<file path="src/rtl/lj_rx.sv">
// lj_rx: left-justified serial audio receiver.
// Oversamples lrck/bck/sdi on clk, deserialises 16-bit left and right
// samples and writes {left, right} once per lrck period to a FIFO.
// Optional macro LJ_RX_FRAMECHK_EN enables short-channel detection
// (frame_err); without it short channels are zero-padded and written.
module lj_rx #(
  parameter int SYNC_STAGES = 2
) (
  input  logic        clk,
  input  logic        reset_n,
  input  logic        lrck,
  input  logic        bck,
  input  logic        sdi,
  input  logic        fifo_full,
  output logic        fifo_wrreq,
  output logic [31:0] fifo_data,
  output logic        overflow,
  output logic        frame_err
);

  localparam int DATA_W = 16;

  typedef enum logic [1:0] {ALIGN, LEFT, RIGHT} state_t;

  logic [SYNC_STAGES-1:0]   lrck_sync, bck_sync, sdi_sync;
  logic                     lrck_p0, bck_p0, sdi_p0;
  logic                     lrck_p1, bck_p1;
  logic [SYNC_STAGES:0]     prime;
  logic                     armed;
  logic                     lrck_edge, bck_rise;

  state_t                   state;
  logic [4:0]               cnt;
  logic signed [DATA_W-1:0] sr, sr_nxt, left_q;
  logic                     left_ok;
  logic                     vld_p1;
  logic [31:0]              frame_p1;
`ifdef LJ_RX_FRAMECHK_EN
  logic                     frame_err_q;
`endif

  // Bit counter increment that sticks at one full channel.
  function automatic logic [4:0] sat_inc(input logic [4:0] c);
    return (c >= 5'd16) ? 5'd16 : c + 5'd1;
  endfunction

  // Place the next serial bit MSB-first; unfilled low bits stay zero.
  function automatic logic signed [DATA_W-1:0] put_bit(
    input logic signed [DATA_W-1:0] s, input logic [4:0] c, input logic b);
    logic signed [DATA_W-1:0] r;
    r = s;
    r[4'd15 - c[3:0]] = b;
    return r;
  endfunction

  // Synchroniser chains plus one delay flop for edge detection. The prime
  // chain masks the artificial lrck edge produced while the chain refills
  // after reset, so alignment waits for a genuine rising edge.
  always_ff @(posedge clk or negedge reset_n) begin
    if (!reset_n) begin
      lrck_sync <= '0;
      bck_sync  <= '0;
      sdi_sync  <= '0;
      lrck_p1   <= 1'b0;
      bck_p1    <= 1'b0;
      prime     <= '0;
    end else begin
      lrck_sync <= {lrck_sync[SYNC_STAGES-2:0], lrck};
      bck_sync  <= {bck_sync[SYNC_STAGES-2:0], bck};
      sdi_sync  <= {sdi_sync[SYNC_STAGES-2:0], sdi};
      lrck_p1   <= lrck_p0;
      bck_p1    <= bck_p0;
      prime     <= {prime[SYNC_STAGES-1:0], 1'b1};
    end
  end

  // Stage p0: synchronised inputs, edge strobes and next shift value.
  always_comb begin
    lrck_p0   = lrck_sync[SYNC_STAGES-1];
    bck_p0    = bck_sync[SYNC_STAGES-1];
    sdi_p0    = sdi_sync[SYNC_STAGES-1];
    armed     = prime[SYNC_STAGES];
    lrck_edge = armed && (lrck_p0 != lrck_p1);
    bck_rise  = bck_p0 && !bck_p1;
    sr_nxt    = put_bit(sr, cnt, sdi_p0);
  end

  // Channel FSM: an lrck edge always wins over a coincident bck rise, since
  // the LJ MSB is presented only after the edge.
  always_ff @(posedge clk or negedge reset_n) begin
    if (!reset_n) begin
      state    <= ALIGN;
      cnt      <= '0;
      sr       <= '0;
      left_q   <= '0;
      left_ok  <= 1'b0;
      vld_p1   <= 1'b0;
      frame_p1 <= '0;
`ifdef LJ_RX_FRAMECHK_EN
      frame_err_q <= 1'b0;
`endif
    end else begin
      vld_p1 <= 1'b0;
      if (lrck_edge) begin
        cnt <= '0;
        sr  <= '0;
        case (state)
          ALIGN: begin
            if (lrck_p0) begin
              state   <= LEFT;
              left_ok <= 1'b0;
            end
          end
          LEFT: begin
            if (!lrck_p0) begin
              state <= RIGHT;
              if (cnt < 5'd16) begin
`ifdef LJ_RX_FRAMECHK_EN
                frame_err_q <= 1'b1;
`else
                left_q  <= sr;
                left_ok <= 1'b1;
`endif
              end
            end else begin
              left_ok <= 1'b0;
            end
          end
          RIGHT: begin
            if (lrck_p0) begin
              state   <= LEFT;
              left_ok <= 1'b0;
              if (cnt < 5'd16) begin
`ifdef LJ_RX_FRAMECHK_EN
                frame_err_q <= 1'b1;
`else
                if (left_ok) begin
                  vld_p1   <= 1'b1;
                  frame_p1 <= {left_q, sr};
                end
`endif
              end
            end
          end
          default: state <= ALIGN;
        endcase
      end else if (bck_rise && (state != ALIGN) && (cnt < 5'd16)) begin
        sr  <= sr_nxt;
        cnt <= sat_inc(cnt);
        if (cnt == 5'd15) begin
          if (state == LEFT) begin
            left_q  <= sr_nxt;
            left_ok <= 1'b1;
          end else if (left_ok) begin
            vld_p1   <= 1'b1;
            frame_p1 <= {left_q, sr_nxt};
          end
        end
      end
    end
  end

  // Stage p2: FIFO write or overflow, one clk after the frame is formed.
  always_ff @(posedge clk or negedge reset_n) begin
    if (!reset_n) begin
      fifo_wrreq <= 1'b0;
      fifo_data  <= '0;
      overflow   <= 1'b0;
    end else begin
      fifo_wrreq <= 1'b0;
      if (vld_p1) begin
        if (!fifo_full) begin
          fifo_data  <= frame_p1;
          fifo_wrreq <= 1'b1;
        end else begin
          overflow <= 1'b1;
        end
      end
    end
  end

`ifdef LJ_RX_FRAMECHK_EN
  assign frame_err = frame_err_q;
`else
  assign frame_err = 1'b0;
`endif

endmodule

</file>
<file path="config.mk">
export PLATFORM = sky130hd
export DESIGN_NAME = lj_rx
export DESIGN_NICKNAME = d
export VERILOG_FILES = /design/src/rtl/lj_rx.sv
export SDC_FILE = /design/constraint.sdc
export NUM_CORES = 1
export LEC_CHECK = 0
export CORE_UTILIZATION = 50
export CTS_CLUSTER_SIZE = 25
export DETAILED_ROUTE_END_ITERATION = 7
export GPL_ROUTABILITY_DRIVEN = 0
export HOLD_SLACK_MARGIN = 0.03
export PLACE_DENSITY = 0.7
export SETUP_SLACK_MARGIN = 0.2
export SYNTH_ARGS = -nofsm -noshare
export SYNTH_HDL_FRONTEND = slang
export SYNTH_SLANG_ARGS = --single-unit
</file>
<file path="constraint.sdc">
create_clock -name clk -period 2.6 [get_ports clk]
set_input_delay 0.52 -clock clk [delete_from_list [all_inputs] [get_ports clk]]
set_output_delay 0.52 -clock clk [all_outputs]
set_load 0.1 [all_outputs]
</file>
==> results of run 1 <==
[power groups by stage]
stage	sequential, mW	clock, mW	combinational, mW
6_report	2.02	2.26	0.587
2_1_floorplan	2.05	0	0.432
3_5_place_dp	2.05	0	0.585
3_3_place_gp	2.04	0	0.569
5_1_grt	2.03	2.38	0.648
4_1_cts	2.02	2.29	0.591
[layer usage]
| layer | up-vias | global-route usage [%] | wire [µm] |
|---|---|---|---|
| met1 | 1587 | 25.9 | 4510 |
| met3 | 21 | 5.05 | 367 |
| li1 | 1482 | - | - |
| met2 | 74 | 27.7 | 4370 |
| met4 | 0 | 8.25 | 216 |
| met5 | - | 0 | 0 |
[registers in the layout, indices dropped and copies added (netlist names)]
| register | flops |
|---|---|
| left_ok | 1 |
| frame_p1 | 32 |
| bck_p1 | 1 |
| vld_p1 | 1 |
| state | 2 |
| cnt | 5 |
| lrck_sync | 2 |
| fifo_data | 32 |
| lrck_p1 | 1 |
| prime | 3 |
| overflow | 1 |
| sdi_sync | 2 |
| bck_sync | 2 |
| sr | 16 |
| left_q | 16 |
| fifo_wrreq | 1 |
[placed cells by master (no fill, tap or decap), types with 9 or more instances in the layout]
master,Yosys,routed
a21oi_1,21,21
buf_4,1,49
clkbuf_16,0,16
dfrtp_1,118,118
inv_1,10,10
mux2_2,56,56
mux2_4,32,32
nand2_1,20,20
nand4_1,13,13
o211ai_1,9,9
o21ai_0,21,21
[worst min-delay path by stage]
stage / to / slack [ps] / depth (start not counted)
global placement: lrck_sync[1] / 330 / 0
finish: lrck_sync[1] / 350 / 0
CTS: lrck_sync[1] / 350 / 0
detailed placement: lrck_sync[1] / 340 / 0
global route: lrck_sync[1] / 350 / 0
floorplan: bck_p1 / 220 / 0
[worst reg2reg max path, cell delays in order (launching register included)]
cell	delay, ps
dfrtp_1	440
and2_1	210
nand2_1	80
inv_1	100
ha_1	200
inv_1	80
nor3_1	320
mux2i_4	110
buf_4	250
mux2_4	340
[per-stage QoR]
stage / std cells / power [mW] / instance area [µm²] / utilization [%]
3_3_place_gp: 553 / 2.61 / 5720 / 55.7
4_1_cts: 584 / 4.90 / 6300 / 61.3
3_5_place_dp: 553 / 2.63 / 5720 / 55.7
6_report: 584 / 4.86 / 6300 / 61.3
5_1_grt: 584 / 5.05 / 6300 / 61.3
2_1_floorplan: 394 / 2.48 / 5290 / -
[area by class of cell]
class / instances / area share [%]
clock buffer: 17 / 6.57
clock inverter: 13 / 2.50
inverter: 10 / 0.595
multi-input combinational: 234 / 33.5
sequential: 118 / 46.8
tap: 136 / 2.70
timing repair buffer: 56 / 7.26
[logic make-up (layout without fill, tap and decap cells)]
logic type / count (synthesis) / count (layout) / share of synthesized area (%)
other: 2 / 2 / 0.142
adder cells (fa/ha/maj): 5 / 5 / 1.18
flip-flops: 118 / 118 / 55.8
buffers and inverters: 42 / 96 / 4.33
AND/OR/NAND/NOR: 64 / 64 / 6.76
XOR/XNOR: 4 / 4 / 1.02
multiplexers: 99 / 99 / 23.7
AO/OA/AOI/OAI: 60 / 60 / 7.14
==> results.py, run 1 <==
metrics = {
    "yosys": {
        "synth_nets": 405,
        "synth_area_um2": 5290,
        "yosysUniqueCellTypes": 40,
        "ys_top_cells_by_count": "118 x dfrtp_1, 56 x mux2_2, 32 x mux2_4",
        "yosysTopAreaCell": "dfrtp_1",
        "synth_most_common_cell": "dfrtp_1",
        "async_reset_ff_share_pct": 100,
        "avgSynthCellArea_um2": 13.4,
        "synth_top_cell_area_share_pct": 55.8,
        "syn_inst": 394,
        "synth_area_leaders": "dfrtp_1 56%, mux2_2 12%, mux2_4 9.1%",
        "synth_ff_type": "dfrtp_1",
        "ys_seq_elements": 118,
        "ys_seq_area_share_pct": 55.8,
        "synth-edff-count": 0,
        "yosys_warnings": 0,
    },
    "timing": {
        "timing.fmax_ghz": 0.447,
        "worst_pin_slew_ps": 967,
        "final-setup-viol-count": 0,
        "maxSlewViolCount": 0,
        "layout_min_cycle_time_ps": 2240,
        "relSlewSlack_pct": 35.6,
        "fin_skew_ps": 5.95,
        "finalCritPeriodShare_pct": 86.0,
        "final.setup.tns_ps": 0,
        "rsz0062_at_grt": "false",
        "hold_viol": 0,
        "hold_slack_ps": 348,
        "layout_setup_ws_ps": 364,
    },
    "critical_path": {
        "cp_data_required_time_ps": 2990,
        "reg2regPathDepth": 9,
        "reg2reg_from": "cnt[2]",
        "critical_path.top_delay_family": "simple AND/OR/NAND/NOR gates",
        "cp_slowest_stage_delay_ps": 440,
        "critPathMostFrequentCell": "inv_1",
        "r2r-end": "frame_p1[21]",
        "crit_start": "cnt[2]",
        "start_kind": "register",
        "critPathSlowestCell": "dfrtp_1",
        "crit_type": "reg -> reg",
        "crit_path_cell_trace": "and2_1 -> nand2_1 -> inv_1 -> ha_1 -> inv_1 -> nor3_1 -> mux2i_4 -> buf_4 -> mux2_4",
        "crit_end": "frame_p1[21]",
        "rrSetupSlack_ps": 360,
        "end_kind": "register",
        "crit_buf_inv": 3,
        "cp_data_arrival_time_ps": 2620,
        "cp_max_fo": 17,
        "crit_cells": 9,
    },
    "pwr": {
        "power.density_nw_per_um2": 771,
        "clockPowerShare_pct": 46.5,
        "p_seq_share_pct": 41.5,
        "p_sw_mw": 1.29,
        "switching_share_pct": 26.5,
        "power.internal_mw": 3.58,
        "power_frac_comb_pct": 12.1,
        "p_leak_nw": 3.11,
        "ir_drop_mv": 0.368,
    },
    "routing": {
        "drtAntennaViolNets": 0,
        "routed_wl_mm": 9.47,
        "firstDrtPassIters": 4,
        "drt_iter0_drc": 205,
        "drc_errors": 0,
        "wire_per_inst_um": 16.2,
        "viasPerCell": 5.42,
        "vias": 3164,
    },
    "final_layout": {
        "multi_input_area_um2": 2110,
        "ff_latch_area_um2": 2950,
        "diodes": 0,
        "syn2layout_area_growth_pct": 19.1,
        "final_nets": 448,
        "drive_above_1_share_pct": 40.8,
        "fillers": 812,
    },
    "global_route": {
        "grt_max_degree": 66,
        "overflow": 0,
        "grtUsageTotal_pct": 18.7,
        "antenna_found_initial": 0,
        "first_global_vias": 3071,
        "grt_first_pass_wirelength_mm": 15.9,
    },
    "clocking": {
        "cts_buffer_depth": 2,
        "postCtsSetupRepairBufs": 0,
        "htreeDepth": 4,
        "cts_buffers": 17,
        "cts_tree": "yes",
        "post_cts_resized": 0,
        "clkTransAtPathRegs_ps": 60,
        "cts_sinks": 118,
        "clk_latency_ps": 510,
        "cts-root-buf": "clkbuf_8",
        "postCtsHoldBufs": 1,
    },
    "placed_design": {
        "hpwl_mm": 5.75,
        "dp_slack_ps": 453,
        "port_buffers": 39,
    },
    "min_path": {
        "hp-class": "reg -> reg",
        "min_from": "lrck_sync[0]",
    },
    "status": {
        "status": "complete, no violations",
    },
    "floorplan": {
        "io-pin-count": 41,
        "die_area_um2": 11000,
        "die_w_um": 105,
        "dieHeight_um": 105,
        "start_util_pct": 51.5,
        "fp-row-count": 37,
        "core_um2": 10300,
    },
    "flow_run": {
        "max-cap-violations": 0,
    },
}
Power figures use the tool's default switching activity.
==> run 2: changes to the inputs <==
--- a/config.mk
+++ b/config.mk
@@ -8,7 +8,6 @@
 export CORE_UTILIZATION = 50
 export CTS_CLUSTER_SIZE = 25
 export DETAILED_ROUTE_END_ITERATION = 7
-export GPL_ROUTABILITY_DRIVEN = 0
 export HOLD_SLACK_MARGIN = 0.03
 export PLACE_DENSITY = 0.7
 export SETUP_SLACK_MARGIN = 0.2
==> results of run 2 <==
Same layout as run 1: the final DEF is identical, and so are final timing and power.
==> run 3: changes to the inputs <==
--- a/config.mk
+++ b/config.mk
@@ -5,12 +5,14 @@
 export SDC_FILE = /design/constraint.sdc
 export NUM_CORES = 1
 export LEC_CHECK = 0
-export CORE_UTILIZATION = 50
+export CORE_UTILIZATION = 60
+export CTS_BUF_LIST = sky130_fd_sc_hd__clkbuf_4 sky130_fd_sc_hd__clkbuf_8
 export CTS_CLUSTER_SIZE = 25
 export DETAILED_ROUTE_END_ITERATION = 7
 export HOLD_SLACK_MARGIN = 0.03
-export PLACE_DENSITY = 0.7
+export PLACE_DENSITY = 0.82
 export SETUP_SLACK_MARGIN = 0.2
 export SYNTH_ARGS = -nofsm -noshare
 export SYNTH_HDL_FRONTEND = slang
 export SYNTH_SLANG_ARGS = --single-unit
+export TNS_END_PERCENT = 30
==> run 3 against run 2 <==
Net effect:
- clock power is 18% lower
- count of clock-buffer cells in the layout is 4 higher
- critical path depth stayed put
- sequential cell count did not move
- clock skew up 4.6 ps
- sequential power barely moved
- combinational power is 1% higher
- routed wire length grew 0.12%
- utilization rose by 12 points
- die area is 16% lower
- setup slack got worse by 17 ps
==> results.py, run 3 (synthesis gave the netlist of run 1 again) <==
metrics = {
    "final_layout": {
        "drive_above_1_share_pct": 40.8,
        "multi_input_area_um2": 2120,
        "layout_common_cells": "118 x dfrtp_1, 56 x mux2_2, 45 x buf_4",
        "final_nets": 444,
        "diodes": 0,
        "syn2layout_area_growth_pct": 15.6,
        "fillers": 539,
        "top_regs": "fifo_data: 32 flops, frame_p1: 32 flops",
        "ff_latch_area_um2": 2950,
        "layout_commonest_cell": "dfrtp_1",
        "final_util_pct": 73.0,
    },
    "clocking": {
        "cts_buffer_depth": 2,
        "cts-root-buf": "clkbuf_8",
        "cts_tree": "yes",
        "cts_buffers": 17,
        "htreeDepth": 4,
        "clk_latency_ps": 430,
        "postCtsSetupRepairBufs": 0,
        "clkTransAtPathRegs_ps": 70,
        "cts_sinks": 118,
    },
    "timing": {
        "relSlewSlack_pct": 35.3,
        "fin_skew_ps": 10.6,
        "hold_viol": 0,
        "worst_pin_slew_ps": 971,
        "rsz0062_at_grt": "false",
        "layout_setup_ws_ps": 347,
        "finalCritPeriodShare_pct": 86.7,
        "timing.fmax_ghz": 0.444,
        "maxSlewViolCount": 0,
        "final.setup.tns_ps": 0,
        "layout_min_cycle_time_ps": 2250,
        "final-setup-viol-count": 0,
    },
    "routing": {
        "wire_per_inst_um": 17.2,
        "firstDrtPassIters": 5,
        "drc_errors": 0,
        "drtAntennaViolNets": 0,
        "routed_wl_mm": 9.48,
        "viasPerCell": 5.85,
        "vias": 3221,
        "drt_iter0_drc": 253,
    },
    "critical_path": {
        "crit_type": "reg -> reg",
        "cp_data_arrival_time_ps": 2550,
        "cp_max_fo": 33,
        "cp_data_required_time_ps": 2900,
        "rrSetupSlack_ps": 350,
        "end_kind": "register",
        "start_kind": "register",
    },
    "global_route": {
        "antenna_found_initial": 0,
        "use_met2_pct": 36.3,
        "overflow": 0,
        "first_global_vias": 3120,
        "grt_use_met3_pct": 6.56,
        "grt_first_pass_wirelength_mm": 15.7,
        "grt-busiest-layer": "met2",
        "use_met1_pct": 30.8,
        "grtUsageTotal_pct": 23.3,
        "grt_max_degree": 56,
    },
    "pwr": {
        "ir_drop_mv": 0.357,
        "p_leak_nw": 3.04,
        "power.density_nw_per_um2": 729,
    },
    "floorplan": {
        "start_util_pct": 63.2,
        "io-pin-count": 41,
        "die_w_um": 95.9,
        "fp-row-count": 33,
        "dieHeight_um": 95.9,
        "core_um2": 8380,
        "die_area_um2": 9200,
    },
    "placed_design": {
        "place.gp.congestion": 0.805,
        "port_buffers": 39,
        "dp_slack_ps": 327,
        "hpwl_mm": 5.99,
    },
    "flow_run": {
        "max-cap-violations": 0,
    },
    "min_path": {
        "hp-class": "reg -> reg",
    },
    "status": {
        "status": "complete, no violations",
    },
}
==> run 3: worst max-delay path, cell delays in order, from the launching register on <==
cell	delay (ps)
dfrtp_1	440
ha_2	300
nand2_1	90
inv_1	90
ha_1	160
inv_1	50
nor3_1	320
mux2i_4	130
buf_12	210
mux2_4	320
==> run 3: final cells by class <==
cell class              instances  area share (%)
clock buffers                  21            4.62
clock inverters                11            2.80
inverters                      10           0.613
multi-input cells             234            34.6
flip-flops and latches        118            48.2
well taps                     105            2.15
repair buffers                 52            6.99
==> run 3: stage by stage <==
| stage | hold slack (ps) | cell area [µm²] | total power [mW] | std cells |
|---|---|---|---|---|
| finish | 350 | 6120 | 4.46 | 551 |
| global route | 356 | 6120 | 4.66 | 551 |
| CTS | 350 | 6120 | 4.50 | 551 |
| detailed placement | 336 | 5650 | 2.63 | 518 |
| global placement | 333 | 5650 | 2.59 | 518 |
| floorplan | 224 | 5290 | 2.48 | 394 |
==> run 3: timing repair <==
item,in CTS,in global routing
gates resized for setup,0,1
hold buffers,1,0
endpoints found under the hold margin,31,0
setup endpoints to repair,0,38
==> run 3: layer usage <==
| metal | wire [µm] | vias up |
|---|---|---|
| met5 | 0 | - |
| met4 | 94 | 0 |
| met3 | 441 | 14 |
| met2 | 4640 | 108 |
| met1 | 4310 | 1620 |
| li1 | - | 1479 |
==> run 3: worst paths after layout <==
| check | startpoint | cells after the start | to |
|---|---|---|---|
| max reg2reg | cnt[0] | 9 | frame_p1[29] |
| min | prime[1] | 0 | prime[2] |
| min reg2reg | prime[1] | 0 | prime[2] |
| max in group asynchronous | reset_n | 3 | frame_p1[29] |
| min in group asynchronous | reset_n | 2 | fifo_data[19] |
| max | cnt[0] | 9 | frame_p1[29] |
==> run 3: power breakdown <==
group          switching (mW)  internal (mW)  total, mW
combinational           0.386          0.209      0.595
clock                   0.716           1.13       1.85
sequential             0.0960           1.92       2.02
